===== config.mk =====
export PLATFORM = sky130hd
export DESIGN_NAME = byte_mem_loader
export DESIGN_NICKNAME = d
export VERILOG_FILES = /design/src/rtl/byte_mem_loader.sv
export SDC_FILE = /design/constraint.sdc
export NUM_CORES = 1
export LEC_CHECK = 0
export CAP_MARGIN = 20
export CORE_MARGIN = 2
export CORE_UTILIZATION = 40
export DETAILED_ROUTE_END_ITERATION = 12
export PLACE_DENSITY = 0.76
export SYNTH_ARGS = -nofsm -noshare
export SYNTH_HDL_FRONTEND = slang
export SYNTH_SLANG_ARGS = --single-unit

===== constraint.sdc =====
create_clock -name clk -period 2.3 [get_ports clk]
set_clock_uncertainty 0.1 [all_clocks]
set_input_delay 0.345 -clock clk [delete_from_list [all_inputs] [get_ports clk]]
set_output_delay 0.345 -clock clk [all_outputs]
set_load 0.02 [all_outputs]

===== src/rtl/byte_mem_loader.sv =====
// -----------------------------------------------------------------------------
// byte_mem_loader
//
// Sequencing controller in front of a 4-byte memory. Incoming bytes arrive on
// a valid/ready handshake. Each byte is written to the next address (0..3,
// wrapping) with a single-cycle store pulse. Address and data are held stable
// for HOLD_CYCLES cycles after the pulse. On dump_req the controller reads all
// four locations in address order and presents each one on a valid/ready
// output port.
//
// Parameters:
//   HOLD_CYCLES  cycles mem_addr/mem_data stay stable after the store pulse
//                (legal range 1..3)
//
// Ports:
//   clk, rst_n            clock, asynchronous active-low reset
//   in_data/in_valid      byte stream in
//   in_ready              byte accepted this cycle (combinational)
//   dump_req              request a read-out of addresses 0..3 (sampled in IDLE)
//   out_data/out_valid    read-back byte out
//   out_ready             consumer accepts out_data
//   dump_done             one-cycle pulse after the 4th read-back handshake
//   fill_count            bytes written since reset or last dump (saturates at 4)
//   mem_data/mem_store/mem_addr   memory write/address port
//   mem_q                 memory read data (combinational in mem_addr)
//
// Build option:
//   BYTE_MEM_LOADER_OVERWRITE_PROTECT_EN  when defined, writes are held off once
//   four bytes are stored and stay held off until a dump completes. Without
//   it, the fifth byte wraps around and overwrites address 0.
// -----------------------------------------------------------------------------
module byte_mem_loader #(
  parameter int HOLD_CYCLES = 1
) (
  input  logic       clk,
  input  logic       rst_n,
  input  logic [7:0] in_data,
  input  logic       in_valid,
  output logic       in_ready,
  input  logic       dump_req,
  output logic [7:0] out_data,
  output logic       out_valid,
  input  logic       out_ready,
  output logic       dump_done,
  output logic [2:0] fill_count,
  output logic [7:0] mem_data,
  output logic       mem_store,
  output logic [1:0] mem_addr,
  input  logic [7:0] mem_q
);

  localparam logic [2:0] ST_IDLE    = 3'd0;
  localparam logic [2:0] ST_STORE   = 3'd1;
  localparam logic [2:0] ST_HOLD    = 3'd2;
  localparam logic [2:0] ST_RD_ADDR = 3'd3;
  localparam logic [2:0] ST_RD_OUT  = 3'd4;

  // The last value of the hold counter before HOLD exits.
  localparam logic [1:0] HOLD_LAST = 2'(HOLD_CYCLES - 1);

  logic [2:0] state_q,      state_d;
  logic [1:0] wr_ptr_q,     wr_ptr_d;
  logic [1:0] rd_ptr_q,     rd_ptr_d;
  logic [1:0] hold_cnt_q,   hold_cnt_d;
  logic [2:0] fill_count_q, fill_count_d;
  logic       mem_store_q,  mem_store_d;
  logic [1:0] mem_addr_q,   mem_addr_d;
  logic [7:0] mem_data_q,   mem_data_d;
  logic [7:0] out_data_q,   out_data_d;
  logic       out_valid_q,  out_valid_d;
  logic       dump_done_q,  dump_done_d;
  logic       full;

`ifdef BYTE_MEM_LOADER_OVERWRITE_PROTECT_EN
  assign full = (fill_count_q == 3'd4);
`else
  assign full = 1'b0;
`endif

  // Dump requests take priority, so a pending dump_req masks in_ready. The
  // rst_n term keeps in_ready low for the whole time reset is asserted.
  assign in_ready = rst_n & (state_q == ST_IDLE) & ~dump_req & ~full;

  always_comb begin
    // NOTE: every signal gets a default here first, so no path can leave a
    // value unassigned. That prevents latch inference.
    state_d      = state_q;
    wr_ptr_d     = wr_ptr_q;
    rd_ptr_d     = rd_ptr_q;
    hold_cnt_d   = hold_cnt_q;
    fill_count_d = fill_count_q;
    mem_store_d  = mem_store_q;
    mem_addr_d   = mem_addr_q;
    mem_data_d   = mem_data_q;
    out_data_d   = out_data_q;
    out_valid_d  = out_valid_q;
    dump_done_d  = 1'b0;

    unique case (state_q)
      ST_IDLE: begin
        if (dump_req) begin
          state_d     = ST_RD_ADDR;
          rd_ptr_d    = 2'd0;
          mem_addr_d  = 2'd0;
          mem_store_d = 1'b0;
        end else if (in_valid && in_ready) begin
          state_d     = ST_STORE;
          mem_data_d  = in_data;
          mem_addr_d  = wr_ptr_q;
          mem_store_d = 1'b1;
        end
      end

      ST_STORE: begin
        state_d     = ST_HOLD;
        mem_store_d = 1'b0;
        hold_cnt_d  = 2'd0;
      end

      // mem_addr/mem_data are deliberately left alone here, so the memory
      // sees a stable address and data after the store pulse.
      ST_HOLD: begin
        if (hold_cnt_q == HOLD_LAST) begin
          state_d  = ST_IDLE;
          wr_ptr_d = wr_ptr_q + 2'd1;
          if (fill_count_q != 3'd4) begin
            fill_count_d = fill_count_q + 3'd1;
          end
        end else begin
          hold_cnt_d = hold_cnt_q + 2'd1;
        end
      end

      // mem_addr already points at rd_ptr. mem_q is settled by the end of
      // this cycle.
      ST_RD_ADDR: begin
        state_d     = ST_RD_OUT;
        mem_store_d = 1'b0;
        out_data_d  = mem_q;
        out_valid_d = 1'b1;
      end

      ST_RD_OUT: begin
        if (out_ready) begin
          out_valid_d = 1'b0;
          if (rd_ptr_q == 2'd3) begin
            state_d      = ST_IDLE;
            dump_done_d  = 1'b1;
            fill_count_d = 3'd0;
          end else begin
            state_d    = ST_RD_ADDR;
            rd_ptr_d   = rd_ptr_q + 2'd1;
            mem_addr_d = rd_ptr_q + 2'd1;
          end
        end
      end

      default: begin
        state_d     = ST_IDLE;
        mem_store_d = 1'b0;
        out_valid_d = 1'b0;
      end
    endcase
  end

  // NOTE: state flops use non-blocking assignments only, so every flop
  // samples its value from before the edge.
  always_ff @(posedge clk or negedge rst_n) begin
    if (!rst_n) begin
      state_q      <= ST_IDLE;
      wr_ptr_q     <= 2'd0;
      rd_ptr_q     <= 2'd0;
      hold_cnt_q   <= 2'd0;
      fill_count_q <= 3'd0;
      mem_store_q  <= 1'b0;
      mem_addr_q   <= 2'd0;
      mem_data_q   <= 8'd0;
      out_data_q   <= 8'd0;
      out_valid_q  <= 1'b0;
      dump_done_q  <= 1'b0;
    end else begin
      state_q      <= state_d;
      wr_ptr_q     <= wr_ptr_d;
      rd_ptr_q     <= rd_ptr_d;
      hold_cnt_q   <= hold_cnt_d;
      fill_count_q <= fill_count_d;
      mem_store_q  <= mem_store_d;
      mem_addr_q   <= mem_addr_d;
      mem_data_q   <= mem_data_d;
      out_data_q   <= out_data_d;
      out_valid_q  <= out_valid_d;
      dump_done_q  <= dump_done_d;
    end
  end

  assign out_data   = out_data_q;
  assign out_valid  = out_valid_q;
  assign dump_done  = dump_done_q;
  assign fill_count = fill_count_q;
  assign mem_data   = mem_data_q;
  assign mem_store  = mem_store_q;
  assign mem_addr   = mem_addr_q;

endmodule

==> results of run 1 <==
==> synth_stat cells <==
| library cell | n |
|---|---|
| o32ai_1 | 2 |
| nor3_2 | 1 |
| buf_4 | 1 |
| nand3_1 | 2 |
| buf_2 | 1 |
| o32ai_4 | 1 |
| nand4_1 | 1 |
| clkbuf_1 | 2 |
| nor2_1 | 7 |
| o21ai_0 | 6 |
| a2bb2oi_1 | 2 |
| xnor2_1 | 1 |
| nor2b_1 | 2 |
| o221a_2 | 1 |
| mux2_2 | 20 |
| ha_1 | 4 |
| and3_1 | 1 |
| inv_1 | 8 |
| a21oi_1 | 5 |
| dfrtp_1 | 33 |
| nand3b_1 | 3 |
| or2_4 | 1 |
| xor2_1 | 1 |
| nor4b_1 | 1 |
| or3b_4 | 1 |
| nor3b_1 | 1 |
| nand2_1 | 11 |
| mux2i_1 | 2 |
| nor4_4 | 1 |
| nand4b_2 | 1 |
| nand2b_1 | 4 |
==> worst register-to-register path, stage by stage (launching register included) <==
cell	delay (ns)
dfrtp_1	0.44
buf_4	0.20
or2_4	0.27
nor4_4	0.20
buf_4	0.22
mux2_2	0.35
==> through the flow <==
step                worst slack, ns  hold WS [ns]  utilization  total power, mW  instances
global placement              0.153         0.363        0.568             2.43        224
global route                 0.0673         0.398        0.591             3.10        231
CTS                           0.105         0.383        0.591             2.93        231
floorplan                     0.552       -0.0506            -             1.86        128
finish                        0.158         0.382        0.591             2.90        231
detailed placement            0.159         0.371        0.568             2.49        224
==> flip-flops by register name, summed over array words and instances (netlist names) <==
signal,flops
state_q,3
out_data,8
hold_cnt_q,2
mem_store,1
mem_addr,2
rd_ptr_q,2
fill_count,3
out_valid,1
mem_data,8
wr_ptr_q,2
dump_done,1
==> final cells by class <==
class | count | area (µm²) | area share
clock buffer | 7 | 86.3 | 0.0396
inverter | 8 | 30.0 | 0.0138
multi-input combinational | 83 | 674 | 0.309
sequential | 33 | 827 | 0.379
tap | 48 | 60.1 | 0.0275
timing repair buffer | 52 | 503 | 0.231
==> repair_timing <==
action | CTS | global route
buffers inserted | 0 | 0
gates resized for setup | 0 | 1
endpoints found under the setup margin | 0 | 1
hold buffers | 0 | 0
==> logic make-up (layout without fill, tap and decap cells) <==
| group | Yosys count | in the layout |
|---|---|---|
| mux | 22 | 22 |
| xor+xnor | 2 | 2 |
| compound gates | 17 | 17 |
| buf+inv | 12 | 67 |
| flops | 33 | 33 |
| simple gates | 38 | 38 |
| fa+ha+maj | 4 | 4 |
==> power by group <==
part           switching [mW]  internal (mW)  total, mW  leakage, nW
sequential              0.185          0.834       1.02        0.405
combinational           0.691          0.762       1.45        0.495
clock                   0.195          0.237      0.432       0.0443
==> worst paths after layout <==
path | endpoint | slack [ns] | cells after the start
worst min-delay path | wr_ptr_q[1] | 0.38 | 1
worst min register to register | wr_ptr_q[1] | 0.38 | 1
min in group asynchronous | dump_done | 0.44 | 2
worst max-delay path | in_ready | 0.16 | 4
worst max register to register | mem_data[6] | 0.41 | 5
max in group asynchronous | state_q[2] | 1.34 | 2
==> layer usage <==
| layer | up-vias | part of all wire |
|---|---|---|
| met3 | 6 | 0.045 |
| met2 | 31 | 0.52 |
| met1 | 589 | 0.41 |
| li1 | 551 | - |
| met4 | 0 | 0.019 |
| met5 | - | 0 |
==> flow_metrics.tcl, run 1 <==
set metrics [dict create \
    outcome "finished clean" \
    arrival_ns 1.70 \
    die_x_um 66.3 \
    timing.fmax_ghz 0.467 \
    synth_nets 153 \
    synth-seq-cells 33 \
    grt_overflow_total 0 \
    wl_per_cell_um 14.3 \
    postPlaceCellArea_mm2 0.00209 \
    final_area_mm2 0.00218 \
    n_fill_cell 327 \
    crit_start "dump_req" \
    drt_wl_total_um 3300 \
    syn_area_mm2 0.00155 \
    tightest_slew_ns 0.410 \
    required_ns 1.86 \
    cts_max_level 2 \
    slew_headroom 0.726 \
    gr-usage-met2 0.285 \
    final_cell_mix "clkdlybuf4s50_1 (45), dfrtp_1 (32), mux2_2 (20)" \
    cts_buffer_depth 2 \
    syn_inst 128 \
    core_area_mm2 0.00369 \
    drive_above_1_share 0.224 \
    synth_top_area_frac 0.533 \
    grt_pass1_wl_um 5560 \
    cpPeakStageDelay_ns 0.59 \
    yosys_warnings 0 \
    max-cap-violations 0 \
    post_synth.cell_area_avg_um2 12.1 \
    hold_viol_final 0 \
    slew_viol_final 0 \
    rows 22 \
    cp_top_family "buffers and inverters" \
    rsz0062_at_grt "no" \
    gp_congestion 0.813 \
    cts_tree "done" \
    crit_type "input port to output port" \
    cts.clk_slew.worst_paths_ns 0.06 \
    synth-compound-area-share 0.0831 \
    cts.sinks 33 \
    start_util 0.420 \
    routed_via_density 5.10 \
    synthAdderAreaFrac 0.0323 \
    cts_buffers 5 \
    synth.area.mux_share 0.158 \
    fin_nets 208 \
    drtIter0Drc 18 \
    drtPass1Iterations 4 \
    yosysUniqueCellTypes 31 \
    ys_seq_area_frac 0.533 \
    p_leak_nw 0.945 \
    synth_top_family_by_area "multiplexers" \
    crit_chain "clkdlybuf4s50_1 > nor2_1 > and3_1 > clkdlybuf4s50_1" \
    clock-root-buffer "clkbuf_8" \
    area_growth_pct 40.7 \
    tns_ns 0 \
    final_common_cell "clkdlybuf4s50_1" \
    hp-class "register to register" \
    detail-route-antenna-nets 0 \
    critPathBufInv 2 \
    dieArea_mm2 0.00439 \
    crit_path_max_fanout 2 \
    track_usage 0.174 \
    grt_pass1_vias 1205 \
    num_vias 1177 \
    met1_usage 0.201 \
    synth-xor-area-share 0.0113 \
    met3_usage 0.0528 \
    peakVddDrop_mv 0.637 \
    fp.dieH_um 66.3 \
    ys_top_cells_by_area "dfrtp_1 (53%), mux2_2 (15%), ha_1 (3.2%), nand2_1 (2.7%), o21ai_0 (1.9%)" \
    fin_crit_ns 2.14 \
    drc_errors 0 \
    dp_hpwl_um 2500 \
    p_per_area_mw_per_mm2 1330 \
    antenna_found_initial 0 \
    busiest_layer "met2" \
    pin_count 46 \
    critPathLaunchType "input port" \
    grt_max_degree 34 \
    finalCritPeriodShare 0.931 \
    setup_violations 0 \
    cp_slowest_cell "clkdlybuf4s50_1" \
    crit_top_cell "clkdlybuf4s50_1" \
    end_kind "output port" \
    port_buffers 45 \
    synth_top_area_cell "dfrtp_1" \
    hp-start "wr_ptr_q[1]" \
    synthSimpleGateAreaFrac 0.150 \
    num_antenna_cells 0 \
    clock_latency_ns 0.28 \
    worstReg2RegStart "state_q[1]" \
]
(Power assumes the default switching activity.)
==> run 2: changes to the inputs <==
GPL_TIMING_DRIVEN = 0   (was not set)
PLACE_DENSITY = 0.81   (was 0.76)
==> run 2 against run 1 <==
Against the previous run:
- sequential power about the same
- global-route usage fell by 0.79 points
- setup slack improved by 0.092 ns
- clock power grew 28%
- final cell count fell by 1.3%
- clock-buffer cell count is the same
- non-clock buffer count is 4 lower
- total power up 3.4%
- critical path type unchanged
- highest routed layer unchanged
==> flow_metrics.tcl, run 2 (synthesis results as in run 1) <==
set metrics [dict create \
    finalCritPeriodShare 0.891 \
    wl_per_cell_um 14.0 \
    r2r_setup_slack_ns 0.26 \
    peakVddDrop_mv 0.753 \
    multiInputGateArea_um2 682 \
    routed_via_density 5.05 \
    power_frac_seq 0.341 \
    pin_count 46 \
    start_util 0.420 \
    timing.fmax_ghz 0.488 \
    drc_errors 0 \
    grt_pass1_vias 1218 \
    final_cell_mix "clkdlybuf4s50_1 (43), dfrtp_1 (33), mux2_2 (20)" \
    required_ns 1.86 \
    setup_violations 0 \
    core_area_mm2 0.00369 \
    dp_hpwl_um 2380 \
    cpPeakStageDelay_ns 0.54 \
    grt_overflow_total 0 \
    grt_pass1_wl_um 5300 \
    tightest_slew_ns 0.741 \
    clock_latency_ns 0.29 \
    p_leak_nw 0.942 \
    cp_slowest_cell "clkdlybuf4s50_1" \
    drt_wl_total_um 3190 \
    final_common_cell "clkdlybuf4s50_1" \
    reg2reg_depth 3 \
    clock-root-buffer "clkbuf_8" \
    pwr-share-clk 0.184 \
    p_comb_frac 0.475 \
    cts_tree "done" \
    fin_nets 204 \
    fin_crit_ns 2.05 \
    gp_congestion 0.835 \
    swShare 0.361 \
    drive_above_1_share 0.211 \
    cts.sinks 33 \
    final_area_mm2 0.00217 \
    crit_path_max_fanout 6 \
    end_kind "output port" \
    cts_buffer_depth 2 \
    area_growth_pct 40.3 \
    finalNonFillerCells 228 \
    dieArea_mm2 0.00439 \
    tns_ns 0 \
    p_per_area_mw_per_mm2 1380 \
    crit_chain "clkdlybuf4s50_1 > nor2_1 > and3_1 > dlygate4sd2_1" \
    slew_viol_final 0 \
    num_vias 1151 \
    postPlaceCellArea_mm2 0.00206 \
    worstReg2RegStart "state_q[1]" \
    rsz0062_at_grt "no" \
    drtIter0Drc 45 \
    critPathLaunchType "input port" \
    grt_max_degree 36 \
    switching_power_mw 1.08 \
    detail-route-antenna-nets 0 \
    cts_setup_buffers 0 \
    max-cap-violations 0 \
    hold_viol_final 0 \
    n_fill_cell 303 \
    fp.dieH_um 66.3 \
    cts_max_level 2 \
    port_buffers 45 \
    rows 22 \
    crit_type "input port to output port" \
    track_usage 0.166 \
    die_x_um 66.3 \
    drtPass1Iterations 4 \
    outcome "finished clean" \
    num_antenna_cells 0 \
    slew_headroom 0.506 \
    holdWs_ns 0.0230 \
    intPower_mw 1.92 \
    cts_buffers 5 \
    cts_hold_buf 0 \
    arrival_ns 1.60 \
    r2r-end "mem_data[2]" \
    hp-class "input port to async pin" \
    dp_cells 221 \
    cts.clk_slew.worst_paths_ns 0.07 \
    antenna_found_initial 0 \
    regArea_um2 826 \
]
## run 2: cell types whose count changed in the layout (fill, tap and decap cells not counted), sizes merged
cell           delta
bufinv            +1
clkbuf            +1
dlygate4sd2       +1
buf               -4
clkdlybuf4s50     -2
## run 2: worst max path at each step
stage / start / end / slack, ns / cells after the start
global placement: rst_n / mem_data[1] / -1.05 / 4
finish: dump_req / in_ready / 0.25 / 4
CTS: rst_n / mem_data[2] / 0.24 / 4
detailed placement: rst_n / mem_data[2] / -0.08 / 4
floorplan: state_q[2] / mem_addr[0] / 0.55 / 5
global route: rst_n / mem_data[3] / 0.04 / 4
## run 2: power groups by stage
stage	logic, mW	registers, mW	clock network, mW
6_report	1.43	1.02	0.554
5_1_grt	1.54	1.06	0.602
4_1_cts	1.43	1.02	0.567
3_5_place_dp	1.45	1.01	0
3_3_place_gp	1.41	0.985	0
2_1_floorplan	0.634	1.22	0
## run 2: metrics by stage
step	total power [mW]	setup slack, ns	utilization
after floorplan	1.86	0.552	-
after global placement	2.39	-1.05	0.559
after detailed placement	2.46	-0.0776	0.557
after CTS	3.03	0.236	0.590
after global routing	3.20	0.0390	0.590
final	3.00	0.250	0.590
## run 2: layer usage
metal	share of wire	track usage	up-vias
met1	0.40	0.162	553
met5	0	0	-
li1	-	-	549
met2	0.51	0.300	43
met3	0.064	0.0596	6
met4	0.023	0.0944	0
## run 2: cell type report
class                   count  area share
plain buffers               3     0.00748
clock buffers               7      0.0397
clock inverters             1      0.0138
inverters                   8      0.0138
multi-input cells          83       0.314
flip-flops and latches     33       0.380
well taps                  48      0.0276
repair buffers             45       0.204
## run 2: worst max-delay path: cells and delay by family
family / cells / cell delay (ns)
buffers and inverters: 2 / 0.88
and+or+nand+nor: 2 / 0.38
## run 2: repair_timing
action,4_1_cts,5_1_grt
setup endpoints to repair,1,0
endpoints found under the hold margin,0,0
resized for setup,3,0
==> run 3: changes to the inputs <==
MAX_ROUTING_LAYER = met4   (was not set)
==> run 3 against run 2 <==
Against the previous run:
- routed wire length is essentially flat
- total power is essentially flat
- hold slack lost 0.0026 ns
- sequential power is essentially flat
- clock-buffer cell count is the same
- core utilization is the same
- die area is the same
- register-to-register slack is essentially flat
- setup slack is essentially flat
- sequential share of layout area is the same
- first-iteration DRC count grew 16%
- design area is the same
- critical path type unchanged
==> flow_metrics.tcl, run 3 (synthesis results as in run 1) <==
set metrics [dict create \
    outcome "finished clean" \
    arrival_ns 1.60 \
    crit_path_end "in_ready" \
    cp_slowest_cell "clkdlybuf4s50_1" \
    cts.sinks 33 \
    hold_viol_final 0 \
    cts_max_level 2 \
    grt_overflow_total 0 \
    drtIter0Drc 52 \
    port_buffers 45 \
    dp_hpwl_um 2380 \
    cpPeakStageDelay_ns 0.54 \
    tightest_slew_ns 0.741 \
    tns_ns 0 \
    required_ns 1.86 \
    final_common_cell "clkdlybuf4s50_1" \
    r2r-end "mem_data[2]" \
    crit_chain "clkdlybuf4s50_1 > nor2_1 > and3_1 > dlygate4sd2_1" \
    cts_tree "done" \
    drt_wl_total_um 3190 \
    crit_type "input port to output port" \
    num_antenna_cells 0 \
    critPathLaunchType "input port" \
    crit_path_max_fanout 6 \
    intPower_mw 1.92 \
    slew_headroom 0.506 \
    switching_power_mw 1.09 \
    reg2reg_depth 3 \
    n_fill_cell 303 \
    pin_count 46 \
    antenna_found_initial 0 \
    gp_congestion 0.847 \
    p_comb_frac 0.474 \
    rsz0062_at_grt "no" \
    r2r_setup_slack_ns 0.26 \
    cts_buffers 5 \
    pwr-share-clk 0.185 \
    fin_crit_ns 2.05 \
    core_area_mm2 0.00369 \
    start_util 0.420 \
    setup_ws_ns 0.250 \
    peakVddDrop_mv 0.756 \
    die_x_um 66.3 \
    drc_errors 0 \
    num_vias 1151 \
    cts_hold_buf 0 \
    postPlaceCellArea_mm2 0.00206 \
    swShare 0.362 \
    timing.fmax_ghz 0.488 \
    p_leak_nw 0.942 \
    end_kind "output port" \
    grt_max_degree 36 \
    max-cap-violations 0 \
    clock-root-buffer "clkbuf_8" \
    hp-class "input port to async pin" \
    rows 22 \
    p_per_area_mw_per_mm2 1380 \
    crit_start "dump_req" \
    worstReg2RegStart "state_q[1]" \
    area_growth_pct 40.3 \
    final_cell_mix "clkdlybuf4s50_1 (43), dfrtp_1 (33), mux2_2 (20)" \
    detail-route-antenna-nets 0 \
    finalCritPeriodShare 0.891 \
    holdWs_ns 0.0204 \
    clock_latency_ns 0.29 \
    dpl_worst_slack_ns -0.0776 \
    power_frac_seq 0.341 \
    cts.clk_slew.worst_paths_ns 0.07 \
    track_usage 0.171 \
    setup_violations 0 \
    wl_per_cell_um 14.0 \
    drtPass1Iterations 4 \
    cts_buffer_depth 2 \
    routed_via_density 5.05 \
    slew_viol_final 0 \
    dieArea_mm2 0.00439 \
    grt_pass1_vias 1217 \
    grt_pass1_wl_um 5310 \
    final_area_mm2 0.00217 \
    drive_above_1_share 0.211 \
    fp.dieH_um 66.3 \
    fin_nets 204 \
]
-- run 3: critical path, delay by kind of cell --
kind | cells | cell delay [ns]
buf+inv | 2 | 0.88
simple gates | 2 | 0.38
-- run 3: power by group through the flow --
| stage | logic [mW] | clock network, mW | registers, mW |
|---|---|---|---|
| finish | 1.43 | 0.556 | 1.02 |
| global route | 1.54 | 0.602 | 1.06 |
| CTS | 1.43 | 0.567 | 1.02 |
| detailed placement | 1.45 | 0 | 1.01 |
| global placement | 1.41 | 0 | 0.985 |
| floorplan | 0.634 | 0 | 1.22 |
-- run 3: worst min-delay path by stage --
stage / end / slack, ns
2_1_floorplan: dump_done / -0.05
3_3_place_gp: hold_cnt_q[0] / 0.37
3_5_place_dp: out_valid / 0.35
4_1_cts: mem_addr[1] / 0.04
5_1_grt: mem_data[2] / 0.09
6_report: fill_count[1] / 0.02
-- run 3: routing by layer --
layer	vias to the layer above	track usage	share of wire
met5	-	-	0
met4	0	0.0944	0.024
met3	6	0.0596	0.064
met2	43	0.300	0.51
met1	553	0.162	0.40
li1	549	-	-
-- run 3: final cells by class --
class | count | area [µm²] | share of cell area
clock buffers | 7 | 86.3 | 0.0397
plain buffers | 3 | 16.3 | 0.00748
well taps | 48 | 60.1 | 0.0276
clock inverters | 1 | 30.0 | 0.0138
inverters | 8 | 30.0 | 0.0138
multi-input cells | 83 | 682 | 0.314
repair buffers | 45 | 444 | 0.204
flip-flops and latches | 33 | 826 | 0.380
-- run 3: stage by stage --
| stage | std cells | power [mW] | utilization |
|---|---|---|---|
| after floorplan | 128 | 1.86 | - |
| after CTS | 228 | 3.03 | 0.590 |
| final | 228 | 3.01 | 0.590 |
| after global placement | 221 | 2.39 | 0.559 |
| after global routing | 228 | 3.20 | 0.590 |
| after detailed placement | 221 | 2.46 | 0.557 |
-- run 3: repair_timing --
item / in CTS / in global routing
buffers inserted: 0 / 0
gates resized for setup: 3 / 0
setup endpoints to repair: 1 / 0
hold endpoints to repair: 0 / 0
